===== src/rtl/simd_pkg.sv =====
// Shared types and lane-geometry constants for the SIMD accumulator stage.
package simd_pkg;

  typedef enum logic [1:0] {
    LANE8 = 2'b00,
    LANE4 = 2'b01,
    LANE2 = 2'b10
  } simd_mode_t;

  typedef enum logic {
    IDLE  = 1'b0,
    ACCUM = 1'b1
  } acc_state_t;

  localparam int ACC_W    = 16;
  localparam int DATA_W   = 8;
  localparam int LANE4_FW = 8;
  localparam int LANE4_AW = 4;
  localparam int LANE2_FW = 4;
  localparam int LANE2_AW = 2;

  // Encoding 2'b11 is reserved and behaves as a single 8-bit lane.
  function automatic simd_mode_t decode_mode(input logic [1:0] m);
    case (m)
      2'b01:   return LANE4;
      2'b10:   return LANE2;
      default: return LANE8;
    endcase
  endfunction

endpackage


===== src/rtl/simd_lane_add.sv =====
// Partitioned 16-bit adder: adds zero-extended product lanes into accumulator fields.
// Define SIMD_ACC_SAT_EN to clamp each field at all-ones instead of wrapping.
module simd_lane_add
  import simd_pkg::*;
(
  input  logic [ACC_W-1:0]  acc_i,
  input  logic [DATA_W-1:0] data_i,
  input  simd_mode_t        mode_i,
  output logic [ACC_W-1:0]  sum_o,
  output logic [3:0]        carry_o
);

  logic [ACC_W:0]    s8;
  logic [LANE4_FW:0] s4 [2];
  logic [LANE2_FW:0] s2 [4];
  logic [ACC_W-1:0]  raw;

  always_comb begin
    s8 = {1'b0, acc_i} + {9'b0, data_i};
    for (int k = 0; k < 2; k++)
      s4[k] = {1'b0, acc_i[LANE4_FW*k +: LANE4_FW]} + {5'b0, data_i[LANE4_AW*k +: LANE4_AW]};
    for (int k = 0; k < 4; k++)
      s2[k] = {1'b0, acc_i[LANE2_FW*k +: LANE2_FW]} + {3'b0, data_i[LANE2_AW*k +: LANE2_AW]};
  end

  always_comb begin
    // NOTE: every output gets a default first so no path can infer a latch.
    raw     = '0;
    carry_o = '0;
    case (mode_i)
      LANE4: begin
        for (int k = 0; k < 2; k++) begin
          raw[LANE4_FW*k +: LANE4_FW] = s4[k][LANE4_FW-1:0];
          carry_o[k]                  = s4[k][LANE4_FW];
        end
      end
      LANE2: begin
        for (int k = 0; k < 4; k++) begin
          raw[LANE2_FW*k +: LANE2_FW] = s2[k][LANE2_FW-1:0];
          carry_o[k]                  = s2[k][LANE2_FW];
        end
      end
      default: begin
        raw        = s8[ACC_W-1:0];
        carry_o[0] = s8[ACC_W];
      end
    endcase
  end

`ifdef SIMD_ACC_SAT_EN
  always_comb begin
    sum_o = raw;
    case (mode_i)
      LANE4: begin
        for (int k = 0; k < 2; k++)
          if (carry_o[k]) sum_o[LANE4_FW*k +: LANE4_FW] = '1;
      end
      LANE2: begin
        for (int k = 0; k < 4; k++)
          if (carry_o[k]) sum_o[LANE2_FW*k +: LANE2_FW] = '1;
      end
      default: begin
        if (carry_o[0]) sum_o = '1;
      end
    endcase
  end
`else
  assign sum_o = raw;
`endif

endmodule


===== src/rtl/simd_acc_stage.sv =====
// Packet accumulator behind the SIMD multiplier: lane-wise sums, beat count and
// overflow flags per packet, emitted through a one-deep valid/ready register.
// Optional clamping of lane fields is enabled with SIMD_ACC_SAT_EN.
module simd_acc_stage
  import simd_pkg::*;
#(
  parameter int CNT_W = 8
) (
  input  logic              clk,
  input  logic              rst_n,
  input  logic              in_valid,
  output logic              in_ready,
  input  logic [DATA_W-1:0] in_data,
  input  logic [1:0]        in_mode,
  input  logic              in_first,
  input  logic              in_last,
  output logic              out_valid,
  input  logic              out_ready,
  output logic [ACC_W-1:0]  out_data,
  output logic [1:0]        out_mode,
  output logic [CNT_W-1:0]  out_beats,
  output logic [3:0]        out_ovf,
  output logic              drop,
  output logic              proto_err
);

  acc_state_t       state_q, state_d;
  logic [ACC_W-1:0] acc_q, acc_d;
  logic [CNT_W-1:0] beats_q, beats_d;
  simd_mode_t       mode_q, mode_d;
  logic [3:0]       ovf_q, ovf_d;
  logic             out_valid_q, out_valid_d;
  logic [ACC_W-1:0] out_data_q, out_data_d;
  simd_mode_t       out_mode_q, out_mode_d;
  logic [CNT_W-1:0] out_beats_q, out_beats_d;
  logic [3:0]       out_ovf_q, out_ovf_d;
  logic             drop_q, drop_d;
  logic             perr_q, perr_d;

  logic             accept, opening;
  simd_mode_t       add_mode;
  logic [ACC_W-1:0] add_base, sum;
  logic [3:0]       carry;

  assign in_ready = !out_valid_q || out_ready;
  assign accept   = in_valid && in_ready;
  // An accepted in_first mid-packet restarts, so it opens just like a beat in IDLE.
  assign opening  = accept && ((state_q == IDLE) || in_first);
  assign add_mode = opening ? decode_mode(in_mode) : mode_q;
  assign add_base = opening ? '0 : acc_q;

  simd_lane_add u_add (
    .acc_i   (add_base),
    .data_i  (in_data),
    .mode_i  (add_mode),
    .sum_o   (sum),
    .carry_o (carry)
  );

  always_comb begin
    state_d     = state_q;
    acc_d       = acc_q;
    beats_d     = beats_q;
    mode_d      = mode_q;
    ovf_d       = ovf_q;
    out_valid_d = out_valid_q && !out_ready;
    out_data_d  = out_data_q;
    out_mode_d  = out_mode_q;
    out_beats_d = out_beats_q;
    out_ovf_d   = out_ovf_q;
    drop_d      = accept && (state_q == ACCUM) && in_first;
    perr_d      = perr_q || (accept && (state_q == IDLE) && !in_first);
    if (accept) begin
      acc_d   = sum;
      mode_d  = add_mode;
      beats_d = opening ? CNT_W'(1) : (&beats_q ? beats_q : beats_q + CNT_W'(1));
      ovf_d   = (opening ? 4'b0 : ovf_q) | carry;
      state_d = in_last ? IDLE : ACCUM;
      if (in_last) begin
        out_valid_d = 1'b1;
        out_data_d  = sum;
        out_mode_d  = add_mode;
        out_beats_d = beats_d;
        out_ovf_d   = ovf_d;
      end
    end
  end

  // NOTE: sequential state uses non-blocking assignments so all registers update together.
  always_ff @(posedge clk or negedge rst_n) begin
    if (!rst_n) begin
      state_q     <= IDLE;
      acc_q       <= '0;
      beats_q     <= '0;
      mode_q      <= LANE8;
      ovf_q       <= '0;
      out_valid_q <= 1'b0;
      out_data_q  <= '0;
      out_mode_q  <= LANE8;
      out_beats_q <= '0;
      out_ovf_q   <= '0;
      drop_q      <= 1'b0;
      perr_q      <= 1'b0;
    end else begin
      state_q     <= state_d;
      acc_q       <= acc_d;
      beats_q     <= beats_d;
      mode_q      <= mode_d;
      ovf_q       <= ovf_d;
      out_valid_q <= out_valid_d;
      out_data_q  <= out_data_d;
      out_mode_q  <= out_mode_d;
      out_beats_q <= out_beats_d;
      out_ovf_q   <= out_ovf_d;
      drop_q      <= drop_d;
      perr_q      <= perr_d;
    end
  end

  assign out_valid = out_valid_q;
  assign out_data  = out_data_q;
  assign out_mode  = out_mode_q;
  assign out_beats = out_beats_q;
  assign out_ovf   = out_ovf_q;
  assign drop      = drop_q;
  assign proto_err = perr_q;

endmodule


===== config.mk =====
export PLATFORM = sky130hd
export DESIGN_NAME = simd_acc_stage
export DESIGN_NICKNAME = d
export VERILOG_FILES = /design/src/rtl/simd_pkg.sv /design/src/rtl/simd_lane_add.sv /design/src/rtl/simd_acc_stage.sv
export SDC_FILE = /design/constraint.sdc
export NUM_CORES = 1
export LEC_CHECK = 0
export BUFFER_PORTS_ARGS = -buffer_cell sky130_fd_sc_hd__buf_2
export CAP_MARGIN = 5
export CORE_ASPECT_RATIO = 1.2
export CORE_MARGIN = 1
export CORE_UTILIZATION = 40
export DETAILED_ROUTE_END_ITERATION = 7
export GPL_TIMING_DRIVEN = 0
export PLACE_DENSITY_LB_ADDON = 0.08
export SYNTH_ARGS = -nofsm -noshare
export SYNTH_HDL_FRONTEND = slang
export SYNTH_SLANG_ARGS = --single-unit

===== constraint.sdc =====
create_clock -name clk -period 3.36 [get_ports clk]
set_input_delay 0.336 -clock clk [delete_from_list [all_inputs] [get_ports clk]]
set_output_delay 0.336 -clock clk [all_outputs]
set_load 0.02 [all_outputs]

==> impl_metrics.prom, run 1 <==
# TYPE chip_impl_metric gauge
chip_impl_metric{name="dr.pass1.iters",unit=""} 5
chip_impl_metric{name="pwr_density_cell",unit="nW/um^2"} 711
chip_impl_info{name="cts.root.buffer_cell",value="sky130_fd_sc_hd__clkbuf_16"} 1
chip_impl_metric{name="cp.required",unit="ns"} 3.56
chip_impl_metric{name="floorplan.die_area",unit="um^2"} 11300
chip_impl_info{name="status",value="complete, no violations"} 1
chip_impl_metric{name="final.min_clock_period",unit="ns"} 3.31
chip_impl_metric{name="yosysWarningCount",unit=""} 0
chip_impl_metric{name="n_antenna_cell",unit=""} 0
chip_impl_metric{name="synth_top_cell_area_share",unit="%"} 36.8
chip_impl_metric{name="final.fill_count",unit=""} 1016
chip_impl_metric{name="wire_length_of_the_first_global_routing_pass",unit="mm"} 22.1
chip_impl_metric{name="maxSlewHeadroom",unit="%"} 43.6
chip_impl_info{name="path_common_cell",value="sky130_fd_sc_hd__a21oi_2"} 1
chip_impl_metric{name="initial_antenna_violation_count",unit=""} 0
chip_impl_metric{name="hpwlAfterDp",unit="mm"} 9.68
chip_impl_metric{name="clk_pin_slew_worst_paths",unit="ns"} 0.06
chip_impl_metric{name="syn2layout_area_growth",unit="%"} 24.1
chip_impl_metric{name="synth.lib_cells_used.distinct",unit=""} 70
chip_impl_info{name="synth_top_cells_by_area",value="sky130_fd_sc_hd__dfrtp_1 37%, sky130_fd_sc_hd__nand2_1 8.7%, sky130_fd_sc_hd__o21ai_0 4.5%"} 1
chip_impl_metric{name="pin_count",unit=""} 50
chip_impl_metric{name="maxSlewViolCount",unit=""} 0
chip_impl_metric{name="layout_worst_path_cycle_share",unit="%"} 98.4
chip_impl_metric{name="ir_worst_vdd",unit="uV"} 344
chip_impl_metric{name="cellLeakagePower",unit="nW"} 2.53
chip_impl_metric{name="floorplan.initialDensity",unit="%"} 41.2
chip_impl_info{name="worst_setup_path_end_kind",value="flop"} 1
chip_impl_metric{name="netlist_instances",unit=""} 509
chip_impl_metric{name="cts-hold-fix-buffers",unit=""} 0
chip_impl_metric{name="setup_viol",unit=""} 0
chip_impl_metric{name="syn_avg_cell_area",unit="um^2"} 8.54
chip_impl_info{name="setup_repair_after_global_routing_missed_its_margin",value="true"} 1
chip_impl_metric{name="detailedRoute.firstIterationViolations",unit=""} 390
chip_impl_metric{name="htree_levels",unit=""} 3
chip_impl_metric{name="grt_util_all_layers",unit="%"} 25.5
chip_impl_metric{name="fp.dieW",unit="um"} 97.2
chip_impl_metric{name="vias",unit=""} 4194
chip_impl_info{name="ys_dominant_reg_cell",value="sky130_fd_sc_hd__dfrtp_1"} 1
chip_impl_metric{name="total_power",unit="mW"} 3.84
chip_impl_metric{name="maximum_number_of_pins_on_one_net_before_global_route_repair",unit=""} 65
chip_impl_info{name="worstReg2RegStart",value="state_q$_DFFE_PN0N_"} 1
chip_impl_metric{name="hold_violations",unit=""} 0
chip_impl_metric{name="multiInputGateArea",unit="um^2"} 2700
chip_impl_info{name="reg2reg_to",value="acc_q[12]$_DFFE_PN0N_"} 1
chip_impl_info{name="synth_top_cells_by_count",value="101 x sky130_fd_sc_hd__nand2_1, 64 x sky130_fd_sc_hd__dfrtp_1, 39 x sky130_fd_sc_hd__o21ai_0, 37 x sky130_fd_sc_hd__nor2_1, 23 x sky130_fd_sc_hd__a21oi_1"} 1
chip_impl_metric{name="cts_buffers",unit=""} 9
chip_impl_info{name="crit_type",value="reg -> reg"} 1
chip_impl_metric{name="route.detailed.vias_per_inst",unit=""} 5.82
chip_impl_metric{name="data_arrival_critical_path",unit="ns"} 3.50
chip_impl_metric{name="clock-skew-final",unit="ns"} 0.00398
chip_impl_info{name="crit_slowest_cell",value="sky130_fd_sc_hd__fa_2"} 1
chip_impl_metric{name="placed_cell_area",unit="um^2"} 4820
chip_impl_metric{name="drt.antenna.violating_nets",unit=""} 0
chip_impl_metric{name="register_area",unit="um^2"} 1600
chip_impl_metric{name="synth-seq-area-share",unit="%"} 36.8
chip_impl_metric{name="gpl.final_weighted_congestion",unit=""} 0.890
chip_impl_metric{name="max_freq",unit="MHz"} 303
chip_impl_metric{name="floorplan.core_area",unit="um^2"} 10600
chip_impl_metric{name="r2r_cells",unit=""} 17
chip_impl_metric{name="tightestPinTransition",unit="ns"} 0.846
chip_impl_metric{name="die_y",unit="um"} 116
chip_impl_metric{name="preCtsSetupSlack",unit="ns"} -0.690
chip_impl_metric{name="syn_area",unit="um^2"} 4350
chip_impl_metric{name="drc_errors",unit=""} 0
chip_impl_metric{name="placed_cells_incl_taps",unit=""} 686
chip_impl_metric{name="fin_ws",unit="ns"} 0.0546
chip_impl_metric{name="grt_total_ovfl",unit=""} 0
chip_impl_metric{name="fp-row-count",unit=""} 41
chip_impl_metric{name="final-instance-count-excl-fill",unit=""} 721
chip_impl_metric{name="critPathMaxFanout",unit=""} 7
chip_impl_metric{name="routed_wire_length_per_instance",unit="um"} 19.2
chip_impl_metric{name="routed_wl",unit="mm"} 13.9
chip_impl_metric{name="max-cap-violations",unit=""} 0
chip_impl_metric{name="io_buffer_count",unit=""} 48
chip_impl_info{name="cp-start-kind",value="flop"} 1
chip_impl_metric{name="synth-edff-count",unit=""} 0
chip_impl_metric{name="synth-seq-cells",unit=""} 64
chip_impl_metric{name="design.final.nets",unit=""} 620
chip_impl_metric{name="grt_pass1_vias",unit=""} 4079
chip_impl_info{name="path_cells",value="nand2b_1 -> buf_6 -> nand3_4 -> buf_12 -> clkbuf_16 -> and2_4 -> ha_4 -> fa_2 -> a21oi_2 -> a32oi_1 -> o21ai_2 -> a21oi_2 -> o211ai_1 -> xnor2_1 -> a222oi_1 -> buf_4 -> o21ai_1"} 1
chip_impl_metric{name="slowest_delay",unit="ns"} 0.38
chip_impl_metric{name="synth_nets",unit=""} 542
chip_impl_info{name="timing.hold.worst.class",value="in -> async"} 1
chip_impl_info{name="post-synth-top-count-cell",value="sky130_fd_sc_hd__nand2_1"} 1
chip_impl_metric{name="cts_num_sinks",unit=""} 64
chip_impl_info{name="cts_tree",value="done"} 1
chip_impl_metric{name="rrSetupSlack",unit="ns"} 0.05
chip_impl_metric{name="post-route-cell-area",unit="um^2"} 5400
chip_impl_info{name="yosys.area.top_type",value="sky130_fd_sc_hd__dfrtp_1"} 1
chip_impl_metric{name="number_of_buffers_on_the_longest_clock_path",unit=""} 2
chip_impl_metric{name="insertion_delay",unit="ns"} 0.33
chip_impl_metric{name="drive_gt1_share",unit="%"} 23.8
chip_impl_metric{name="totalNegativeSetupSlack",unit="ns"} 0
chip_impl_metric{name="share_of_flip_flops_with_an_asynchronous_set_or_reset_after_synthesis",unit="%"} 100
cells in the final DEF (no fill, tap or decap), drive strengths merged, types with 4 or more instances in the layout:
master / n
nand2: 101
buf: 79
dfrtp: 64
o21ai: 40
nor2: 37
clkbuf: 29
a21oi: 23
inv: 19
xnor2: 19
ha: 14
xor2: 13
nand3: 12
and3: 10
and2: 10
a31oi: 8
a21o: 7
nand4: 7
nand2b: 6
a211oi: 6
o221ai: 6
a22o: 5
o31ai: 5
o211ai: 5
nor3: 4
nor2b: 4
cell type report:
cell class / instances / share of cell area (%)
multi-input cells: 396 / 50.0
flip-flops and latches: 64 / 29.7
repair buffers: 69 / 7.42
clock buffers: 11 / 4.50
plain buffers: 28 / 3.04
well taps: 129 / 2.99
inverters: 19 / 1.32
clock inverters: 5 / 1.04
power by group:
group          leakage, nW  internal (mW)  switching (mW)
Sequential           0.820          0.973           0.171
Clock                0.145          0.593           0.354
Combinational         1.56          0.686            1.06
logic make-up after synthesis:
logic type | share of synthesized area, %
mux | 1.15
compound gates | 23.1
flops | 36.8
simple gates | 21.6
buf+inv | 4.78
fa+ha+maj | 6.13
xor+xnor | 6.44
worst max path at each step:
stage / start / to / slack, ns / cells after the start
2_1_floorplan: out_valid$_DFF_PN0_ / out_data[5]$_DFFE_PN0P_ / -0.03 / 16
3_3_place_gp: out_ready / acc_q[4]$_DFFE_PN0N_ / -0.71 / 18
3_5_place_dp: out_ready / acc_q[4]$_DFFE_PN0N_ / -0.69 / 18
4_1_cts: out_valid$_DFF_PN0_ / acc_q[4]$_DFFE_PN0N_ / -0.04 / 17
5_1_grt: state_q$_DFFE_PN0N_ / acc_q[12]$_DFFE_PN0N_ / -0.12 / 17
6_report: state_q$_DFFE_PN0N_ / acc_q[12]$_DFFE_PN0N_ / 0.05 / 17
worst max-delay path: cells and delay by family (launching register included):
| family | cells | cell delay, ns |
|---|---|---|
| AND/OR/NAND/NOR | 3 | 0.34 |
| AO/OA/AOI/OAI | 7 | 1.18 |
| adder cells (fa/ha/maj) | 2 | 0.54 |
| buffers and inverters | 4 | 0.62 |
| XOR/XNOR | 1 | 0.10 |
| flip-flops | 1 | 0.37 |
what timing repair did:
action / in CTS / in global routing
pin swaps: 17 / 20
gates resized for setup: 27 / 8
endpoints found under the setup margin: 34 / 23
buffers inserted: 17 / 4
metrics by stage:
step | util (%) | hold WS [ns]
after CTS | 50.7 | 0.151
after detailed placement | 45.6 | 0.446
final | 51.1 | 0.0726
after global routing | 51.1 | 0.193
after floorplan | - | 0.0404
after global placement | 45.6 | 0.440
routing by layer:
| metal | up-vias | wire length, um | track usage (%) |
|---|---|---|---|
| li1 | 1960 | - | - |
| met3 | 25 | 844 | 3.83 |
| met1 | 2060 | 6060 | 33.2 |
| met4 | 0 | 256 | 9.25 |
| met2 | 149 | 6720 | 43.3 |
| met5 | - | 0 | 0 |
state kept, by name, indices dropped and copies added, names as in the netlist:
register and flops:
out_mode 2, ovf_q 4, acc_q 16, mode_q 2, out_valid 1, drop 1, beats_q 8, out_ovf 4
out_data 16, out_beats 8, state_q 1, proto_err 1
(Power assumes the default switching activity.)
==> inputs of run 2 (changes only) <==
--- a/config.mk
+++ b/config.mk
@@ -9,7 +9,7 @@
 export CAP_MARGIN = 5
 export CORE_ASPECT_RATIO = 1.2
 export CORE_MARGIN = 1
-export CORE_UTILIZATION = 40
+export CORE_UTILIZATION = 45
 export DETAILED_ROUTE_END_ITERATION = 7
 export GPL_TIMING_DRIVEN = 0
 export PLACE_DENSITY_LB_ADDON = 0.08
==> impl_metrics.prom, run 2 (same netlist as run 1, synthesis figures left out) <==
# TYPE chip_impl_metric gauge
chip_impl_metric{name="cts-hold-fix-buffers",unit=""} 0
chip_impl_metric{name="route.detailed.vias_per_inst",unit=""} 5.94
chip_impl_metric{name="floorplan.initialDensity",unit="%"} 47.2
chip_impl_metric{name="preCtsSetupSlack",unit="ns"} -0.636
chip_impl_info{name="mostFrequentLayoutCell",value="sky130_fd_sc_hd__nand2_1"} 1
chip_impl_metric{name="vias",unit=""} 4256
chip_impl_info{name="setup_repair_after_global_routing_missed_its_margin",value="true"} 1
chip_impl_info{name="crit_type",value="reg -> reg"} 1
chip_impl_metric{name="cellLeakagePower",unit="nW"} 2.53
chip_impl_metric{name="routed_wl",unit="mm"} 13.9
chip_impl_info{name="setup.worst_path.start",value="state_q$_DFFE_PN0N_"} 1
chip_impl_metric{name="drc_errors",unit=""} 0
chip_impl_metric{name="maxSlewHeadroom",unit="%"} 44.0
chip_impl_metric{name="design.final.nets",unit=""} 625
chip_impl_metric{name="rrSetupSlack",unit="ns"} 0.05
chip_impl_info{name="cts_tree",value="done"} 1
chip_impl_info{name="path_delay_family",value="compound AO/OA/AOI/OAI gates"} 1
chip_impl_metric{name="drive_gt1_share",unit="%"} 25.0
chip_impl_metric{name="routed_wire_length_per_instance",unit="um"} 19.4
chip_impl_info{name="worstSetupEndpoint",value="acc_q[15]$_DFFE_PN0N_"} 1
chip_impl_metric{name="cts_num_sinks",unit=""} 64
chip_impl_metric{name="floorplan.core_area",unit="um^2"} 9220
chip_impl_metric{name="grt_util_all_layers",unit="%"} 29.2
chip_impl_metric{name="io_buffer_count",unit=""} 48
chip_impl_metric{name="max-cap-violations",unit=""} 0
chip_impl_metric{name="detailedRoute.firstIterationViolations",unit=""} 342
chip_impl_metric{name="clock-skew-final",unit="ns"} 0.0124
chip_impl_metric{name="drt.antenna.violating_nets",unit=""} 0
chip_impl_metric{name="wire_length_of_the_first_global_routing_pass",unit="mm"} 22.0
chip_impl_info{name="worstReg2RegStart",value="state_q$_DFFE_PN0N_"} 1
chip_impl_metric{name="hpwlAfterDp",unit="mm"} 9.67
chip_impl_metric{name="die_y",unit="um"} 110
chip_impl_metric{name="grt_total_ovfl",unit=""} 0
chip_impl_metric{name="final.min_clock_period",unit="ns"} 3.31
chip_impl_metric{name="tightestPinTransition",unit="ns"} 0.840
chip_impl_metric{name="hold_violations",unit=""} 0
chip_impl_metric{name="syn2layout_area_growth",unit="%"} 23.0
chip_impl_metric{name="cts_buffers",unit=""} 9
chip_impl_info{name="cts.root.buffer_cell",value="sky130_fd_sc_hd__clkbuf_8"} 1
chip_impl_metric{name="layout_worst_path_cycle_share",unit="%"} 98.5
chip_impl_metric{name="fp-row-count",unit=""} 38
chip_impl_metric{name="insertion_delay",unit="ns"} 0.36
chip_impl_metric{name="initial_antenna_violation_count",unit=""} 0
chip_impl_metric{name="number_of_buffers_on_the_longest_clock_path",unit=""} 2
chip_impl_metric{name="htree_levels",unit=""} 3
chip_impl_info{name="cp-start-kind",value="flop"} 1
chip_impl_info{name="path_cells",value="nand2b_1 -> buf_6 -> nand3_4 -> buf_12 -> and2_4 -> ha_4 -> a21o_1 -> buf_6 -> o211a_1 -> mux2_4 -> o22ai_4 -> nor3_4 -> o211ai_2 -> mux2_4 -> o221ai_2"} 1
chip_impl_info{name="most-common-layout-cells",value="100 x sky130_fd_sc_hd__nand2_1, 63 x sky130_fd_sc_hd__dfrtp_1, 53 x sky130_fd_sc_hd__buf_2"} 1
chip_impl_metric{name="critical_path_depth",unit=""} 15
chip_impl_metric{name="r2r_cells",unit=""} 15
chip_impl_info{name="crit_slowest_cell",value="sky130_fd_sc_hd__dfrtp_1"} 1
chip_impl_metric{name="floorplan.die_area",unit="um^2"} 10100
chip_impl_metric{name="maximum_number_of_pins_on_one_net_before_global_route_repair",unit=""} 65
chip_impl_metric{name="gpl.final_weighted_congestion",unit=""} 0.907
chip_impl_metric{name="cp.required",unit="ns"} 3.63
chip_impl_metric{name="buffer_and_inverter_count_on_the_worst_path",unit=""} 3
chip_impl_info{name="status",value="complete, no violations"} 1
chip_impl_info{name="reg2reg_to",value="acc_q[15]$_DFFE_PN0N_"} 1
chip_impl_metric{name="final_hold_slack",unit="ns"} 0.0393
chip_impl_metric{name="dr.pass1.iters",unit=""} 5
chip_impl_metric{name="pin_count",unit=""} 50
chip_impl_metric{name="n_antenna_cell",unit=""} 0
chip_impl_metric{name="setup_viol",unit=""} 0
chip_impl_metric{name="max_freq",unit="MHz"} 302
chip_impl_metric{name="clk_pin_slew_worst_paths",unit="ns"} 0.08
chip_impl_metric{name="ir_worst_vdd",unit="uV"} 330
chip_impl_metric{name="fin_ws",unit="ns"} 0.0504
chip_impl_metric{name="slowest_delay",unit="ns"} 0.39
chip_impl_metric{name="grt_pass1_vias",unit=""} 4228
chip_impl_metric{name="data_arrival_critical_path",unit="ns"} 3.57
chip_impl_metric{name="maxSlewViolCount",unit=""} 0
chip_impl_metric{name="critPathMaxFanout",unit=""} 9
chip_impl_info{name="timing.hold.worst.class",value="in -> async"} 1
chip_impl_info{name="worst_setup_path_end_kind",value="flop"} 1
chip_impl_metric{name="fp.dieW",unit="um"} 91.7
chip_impl_metric{name="pwr_density_cell",unit="nW/um^2"} 695
-- run 2: final cells by class --
cell class,count,area (um^2)
plain buffers,27,140
clock buffers,10,128
clock inverters,6,108
fillers,877,3880
inverters,19,71.3
multi-input cells,396,2690
flip-flops and latches,64,1600
well taps,120,150
repair buffers,75,462
-- run 2: routing by layer --
layer	share of wire (%)	GRT usage, %	vias up
li1	-	-	1975
met1	43	35.8	2062
met2	47	49.5	173
met3	6.0	5.74	46
met4	3.8	14.7	0
met5	0	0	-
-- run 2: what timing repair did --
item / 4_1_cts / 5_1_grt
endpoints found under the hold margin: 0 / 0
endpoints found under the setup margin: 34 / 33
gates resized for setup: 23 / 12
pin swaps: 19 / 20
buffers inserted: 20 / 7
-- run 2: per-stage QoR --
stage | instance area [um^2] | total power [mW] | TNS (ns) | instances | util (%)
after CTS | 5300 | 3.64 | -0.0814 | 713 | 57.5
after detailed placement | 4810 | 2.71 | -13.68 | 677 | 52.2
after floorplan | 4420 | 2.26 | -0.0524 | 509 | -
after global placement | 4810 | 2.68 | -12.70 | 677 | 52.1
after global routing | 5350 | 3.93 | -0.0719 | 717 | 58.0
final | 5350 | 3.72 | 0 | 717 | 58.0
-- run 2: report_power, final --
part	total, mW	switching (mW)	leakage [nW]	internal, mW
registers	1.14	0.171	0.820	0.971
clock network	0.813	0.322	0.116	0.490
logic	1.76	1.07	1.59	0.695
-- run 2: worst min-delay path by stage --
stage	to	slack [ns]	depth (start not counted)
final	acc_q[6]$_DFFE_PN0N_	0.04	1
after global routing	acc_q[6]$_DFFE_PN0N_	0.12	1
after CTS	acc_q[6]$_DFFE_PN0N_	0.11	1
after detailed placement	proto_err$_DFF_PN0_	0.45	1
after global placement	proto_err$_DFF_PN0_	0.44	1
after floorplan	acc_q[0]$_DFFE_PN0N_	0.04	0
==> inputs of run 3 (changes only) <==
--- a/config.mk
+++ b/config.mk
@@ -10,6 +10,7 @@
 export CORE_ASPECT_RATIO = 1.2
 export CORE_MARGIN = 1
 export CORE_UTILIZATION = 45
+export CTS_BUF_LIST = sky130_fd_sc_hd__clkbuf_8
 export DETAILED_ROUTE_END_ITERATION = 7
 export GPL_TIMING_DRIVEN = 0
 export PLACE_DENSITY_LB_ADDON = 0.08
==> impl_metrics.prom, run 3 (same netlist as run 1, synthesis figures left out) <==
# TYPE chip_impl_metric gauge
chip_impl_info{name="setup_repair_after_global_routing_missed_its_margin",value="true"} 1
chip_impl_metric{name="syn2layout_area_growth",unit="%"} 23.0
chip_impl_metric{name="drc_errors",unit=""} 0
chip_impl_metric{name="gpl.final_weighted_congestion",unit=""} 0.907
chip_impl_metric{name="fp.dieW",unit="um"} 91.7
chip_impl_metric{name="floorplan.die_area",unit="um^2"} 10100
chip_impl_metric{name="die_y",unit="um"} 110
chip_impl_metric{name="max_freq",unit="MHz"} 302
chip_impl_info{name="crit_type",value="reg -> reg"} 1
chip_impl_metric{name="clk_pin_slew_worst_paths",unit="ns"} 0.08
chip_impl_metric{name="layout_worst_path_cycle_share",unit="%"} 98.5
chip_impl_metric{name="route.detailed.vias_per_inst",unit=""} 5.93
chip_impl_metric{name="data_arrival_critical_path",unit="ns"} 3.57
chip_impl_metric{name="vias",unit=""} 4254
chip_impl_metric{name="design.final.nets",unit=""} 625
chip_impl_metric{name="setup_viol",unit=""} 0
chip_impl_info{name="most-common-layout-cells",value="100 x sky130_fd_sc_hd__nand2_1, 63 x sky130_fd_sc_hd__dfrtp_1, 53 x sky130_fd_sc_hd__buf_2"} 1
chip_impl_metric{name="grt_total_ovfl",unit=""} 0
chip_impl_metric{name="final.fill_count",unit=""} 877
chip_impl_metric{name="number_of_buffers_on_the_longest_clock_path",unit=""} 2
chip_impl_metric{name="grt_pass1_vias",unit=""} 4228
chip_impl_metric{name="drt.antenna.violating_nets",unit=""} 0
chip_impl_metric{name="wire_length_of_the_first_global_routing_pass",unit="mm"} 22.0
chip_impl_metric{name="routed_wire_length_per_instance",unit="um"} 19.5
chip_impl_metric{name="n_antenna_cell",unit=""} 0
chip_impl_metric{name="initial_antenna_violation_count",unit=""} 0
chip_impl_metric{name="clock-skew-final",unit="ns"} 0.0125
chip_impl_info{name="mostFrequentLayoutCell",value="sky130_fd_sc_hd__nand2_1"} 1
chip_impl_info{name="worst_setup_path_end_kind",value="flop"} 1
chip_impl_metric{name="cts_num_sinks",unit=""} 64
chip_impl_metric{name="ir_worst_vdd",unit="uV"} 330
chip_impl_metric{name="hold_violations",unit=""} 0
chip_impl_metric{name="final_core_utilization",unit="%"} 58.0
chip_impl_metric{name="insertion_delay",unit="ns"} 0.36
chip_impl_metric{name="grt_util_all_layers",unit="%"} 29.2
chip_impl_metric{name="dr.pass1.iters",unit=""} 5
chip_impl_metric{name="htree_levels",unit=""} 3
chip_impl_metric{name="tightestPinTransition",unit="ns"} 0.840
chip_impl_info{name="status",value="complete, no violations"} 1
chip_impl_metric{name="floorplan.initialDensity",unit="%"} 47.2
chip_impl_metric{name="cts_buffers",unit=""} 9
chip_impl_metric{name="critPathMaxFanout",unit=""} 9
chip_impl_metric{name="final.min_clock_period",unit="ns"} 3.31
chip_impl_metric{name="placed_cells_incl_taps",unit=""} 677
chip_impl_metric{name="pin_count",unit=""} 50
chip_impl_metric{name="cellLeakagePower",unit="nW"} 2.53
chip_impl_metric{name="max-cap-violations",unit=""} 0
chip_impl_metric{name="pwr_density_cell",unit="nW/um^2"} 695
chip_impl_metric{name="io_buffer_count",unit=""} 48
chip_impl_metric{name="hpwlAfterDp",unit="mm"} 9.67
chip_impl_info{name="timing.hold.worst.class",value="in -> async"} 1
chip_impl_metric{name="final_hold_slack",unit="ns"} 0.0396
chip_impl_metric{name="maximum_number_of_pins_on_one_net_before_global_route_repair",unit=""} 65
chip_impl_metric{name="drive_gt1_share",unit="%"} 25.0
chip_impl_metric{name="floorplan.core_area",unit="um^2"} 9220
chip_impl_metric{name="preCtsSetupSlack",unit="ns"} -0.636
chip_impl_metric{name="final-instance-count-excl-fill",unit=""} 717
chip_impl_info{name="cp-start-kind",value="flop"} 1
chip_impl_info{name="cts.root.buffer_cell",value="sky130_fd_sc_hd__clkbuf_8"} 1
chip_impl_metric{name="maxSlewHeadroom",unit="%"} 44.0
chip_impl_metric{name="total_power",unit="mW"} 3.71
chip_impl_metric{name="routed_wl",unit="mm"} 13.9
chip_impl_metric{name="fp-row-count",unit=""} 38
chip_impl_metric{name="cts-hold-fix-buffers",unit=""} 0
chip_impl_metric{name="maxSlewViolCount",unit=""} 0
chip_impl_info{name="cts_tree",value="done"} 1
chip_impl_metric{name="cp.required",unit="ns"} 3.63
chip_impl_metric{name="detailedRoute.firstIterationViolations",unit=""} 342
chip_impl_metric{name="fin_ws",unit="ns"} 0.0511
-- run 3: final cells by class --
type | instances | area [um^2] | area share [%]
inverters | 19 | 71.3 | 1.33
clock inverters | 7 | 111 | 2.08
multi-input cells | 396 | 2690 | 50.2
well taps | 120 | 150 | 2.81
plain buffers | 27 | 140 | 2.62
flip-flops and latches | 64 | 1600 | 30.0
repair buffers | 75 | 462 | 8.63
clock buffers | 9 | 124 | 2.32
-- run 3: worst max-delay path: stages (launching register included) --
cell	delay [ns]
sky130_fd_sc_hd__dfrtp_1	0.39
sky130_fd_sc_hd__nand2b_1	0.10
sky130_fd_sc_hd__buf_6	0.12
sky130_fd_sc_hd__nand3_4	0.11
sky130_fd_sc_hd__buf_12	0.18
sky130_fd_sc_hd__and2_4	0.15
sky130_fd_sc_hd__ha_4	0.23
sky130_fd_sc_hd__a21o_1	0.21
sky130_fd_sc_hd__buf_6	0.13
sky130_fd_sc_hd__o211a_1	0.22
sky130_fd_sc_hd__mux2_4	0.28
sky130_fd_sc_hd__o22ai_4	0.24
sky130_fd_sc_hd__nor3_4	0.10
sky130_fd_sc_hd__o211ai_2	0.25
sky130_fd_sc_hd__mux2_4	0.33
sky130_fd_sc_hd__o221ai_2	0.17
-- run 3: final timing paths --
path / slack (ns) / end / cells past startpoint / from
max in group asynchronous: 2.67 / out_valid$_DFF_PN0_ / 1 / rst_n
max reg2reg: 0.05 / acc_q[15]$_DFFE_PN0N_ / 15 / state_q$_DFFE_PN0N_
max: 0.05 / acc_q[15]$_DFFE_PN0N_ / 15 / state_q$_DFFE_PN0N_
min reg2reg: 0.46 / proto_err$_DFF_PN0_ / 1 / proto_err$_DFF_PN0_
min: 0.04 / acc_q[6]$_DFFE_PN0N_ / 1 / rst_n
min in group clk: 0.27 / drop$_DFF_PN0_ / 2 / in_first
-- run 3: metrics by stage --
step | area (um^2) | setup TNS, ns
2_1_floorplan | 4420 | -0.0524
3_3_place_gp | 4810 | -12.70
3_5_place_dp | 4810 | -13.68
4_1_cts | 5300 | -0.0814
5_1_grt | 5350 | -0.0719
6_report | 5350 | 0
-- run 3: metal layers --
metal  vias up  global-route usage [%]  routed length (um)
met1      2059                    35.8                6000
li1       1975                       -                   -
met5         -                       0                   0
met4         0                    14.7                 524
met3        46                    5.74                 843
met2       174                    49.5                6580
-- run 3: timing repair --
action                     CTS  global route
setup endpoints to repair   34            33
pin swaps                   19            20
resized for setup           23            12
buffers inserted            20             7
-- run 3: power by group --
group / total [mW] / internal, mW / switching [mW] / leakage, nW
logic: 1.76 / 0.695 / 1.07 / 1.59
registers: 1.14 / 0.971 / 0.171 / 0.820
clock network: 0.810 / 0.487 / 0.322 / 0.120
total: 3.71 / 2.15 / 1.56 / 2.53
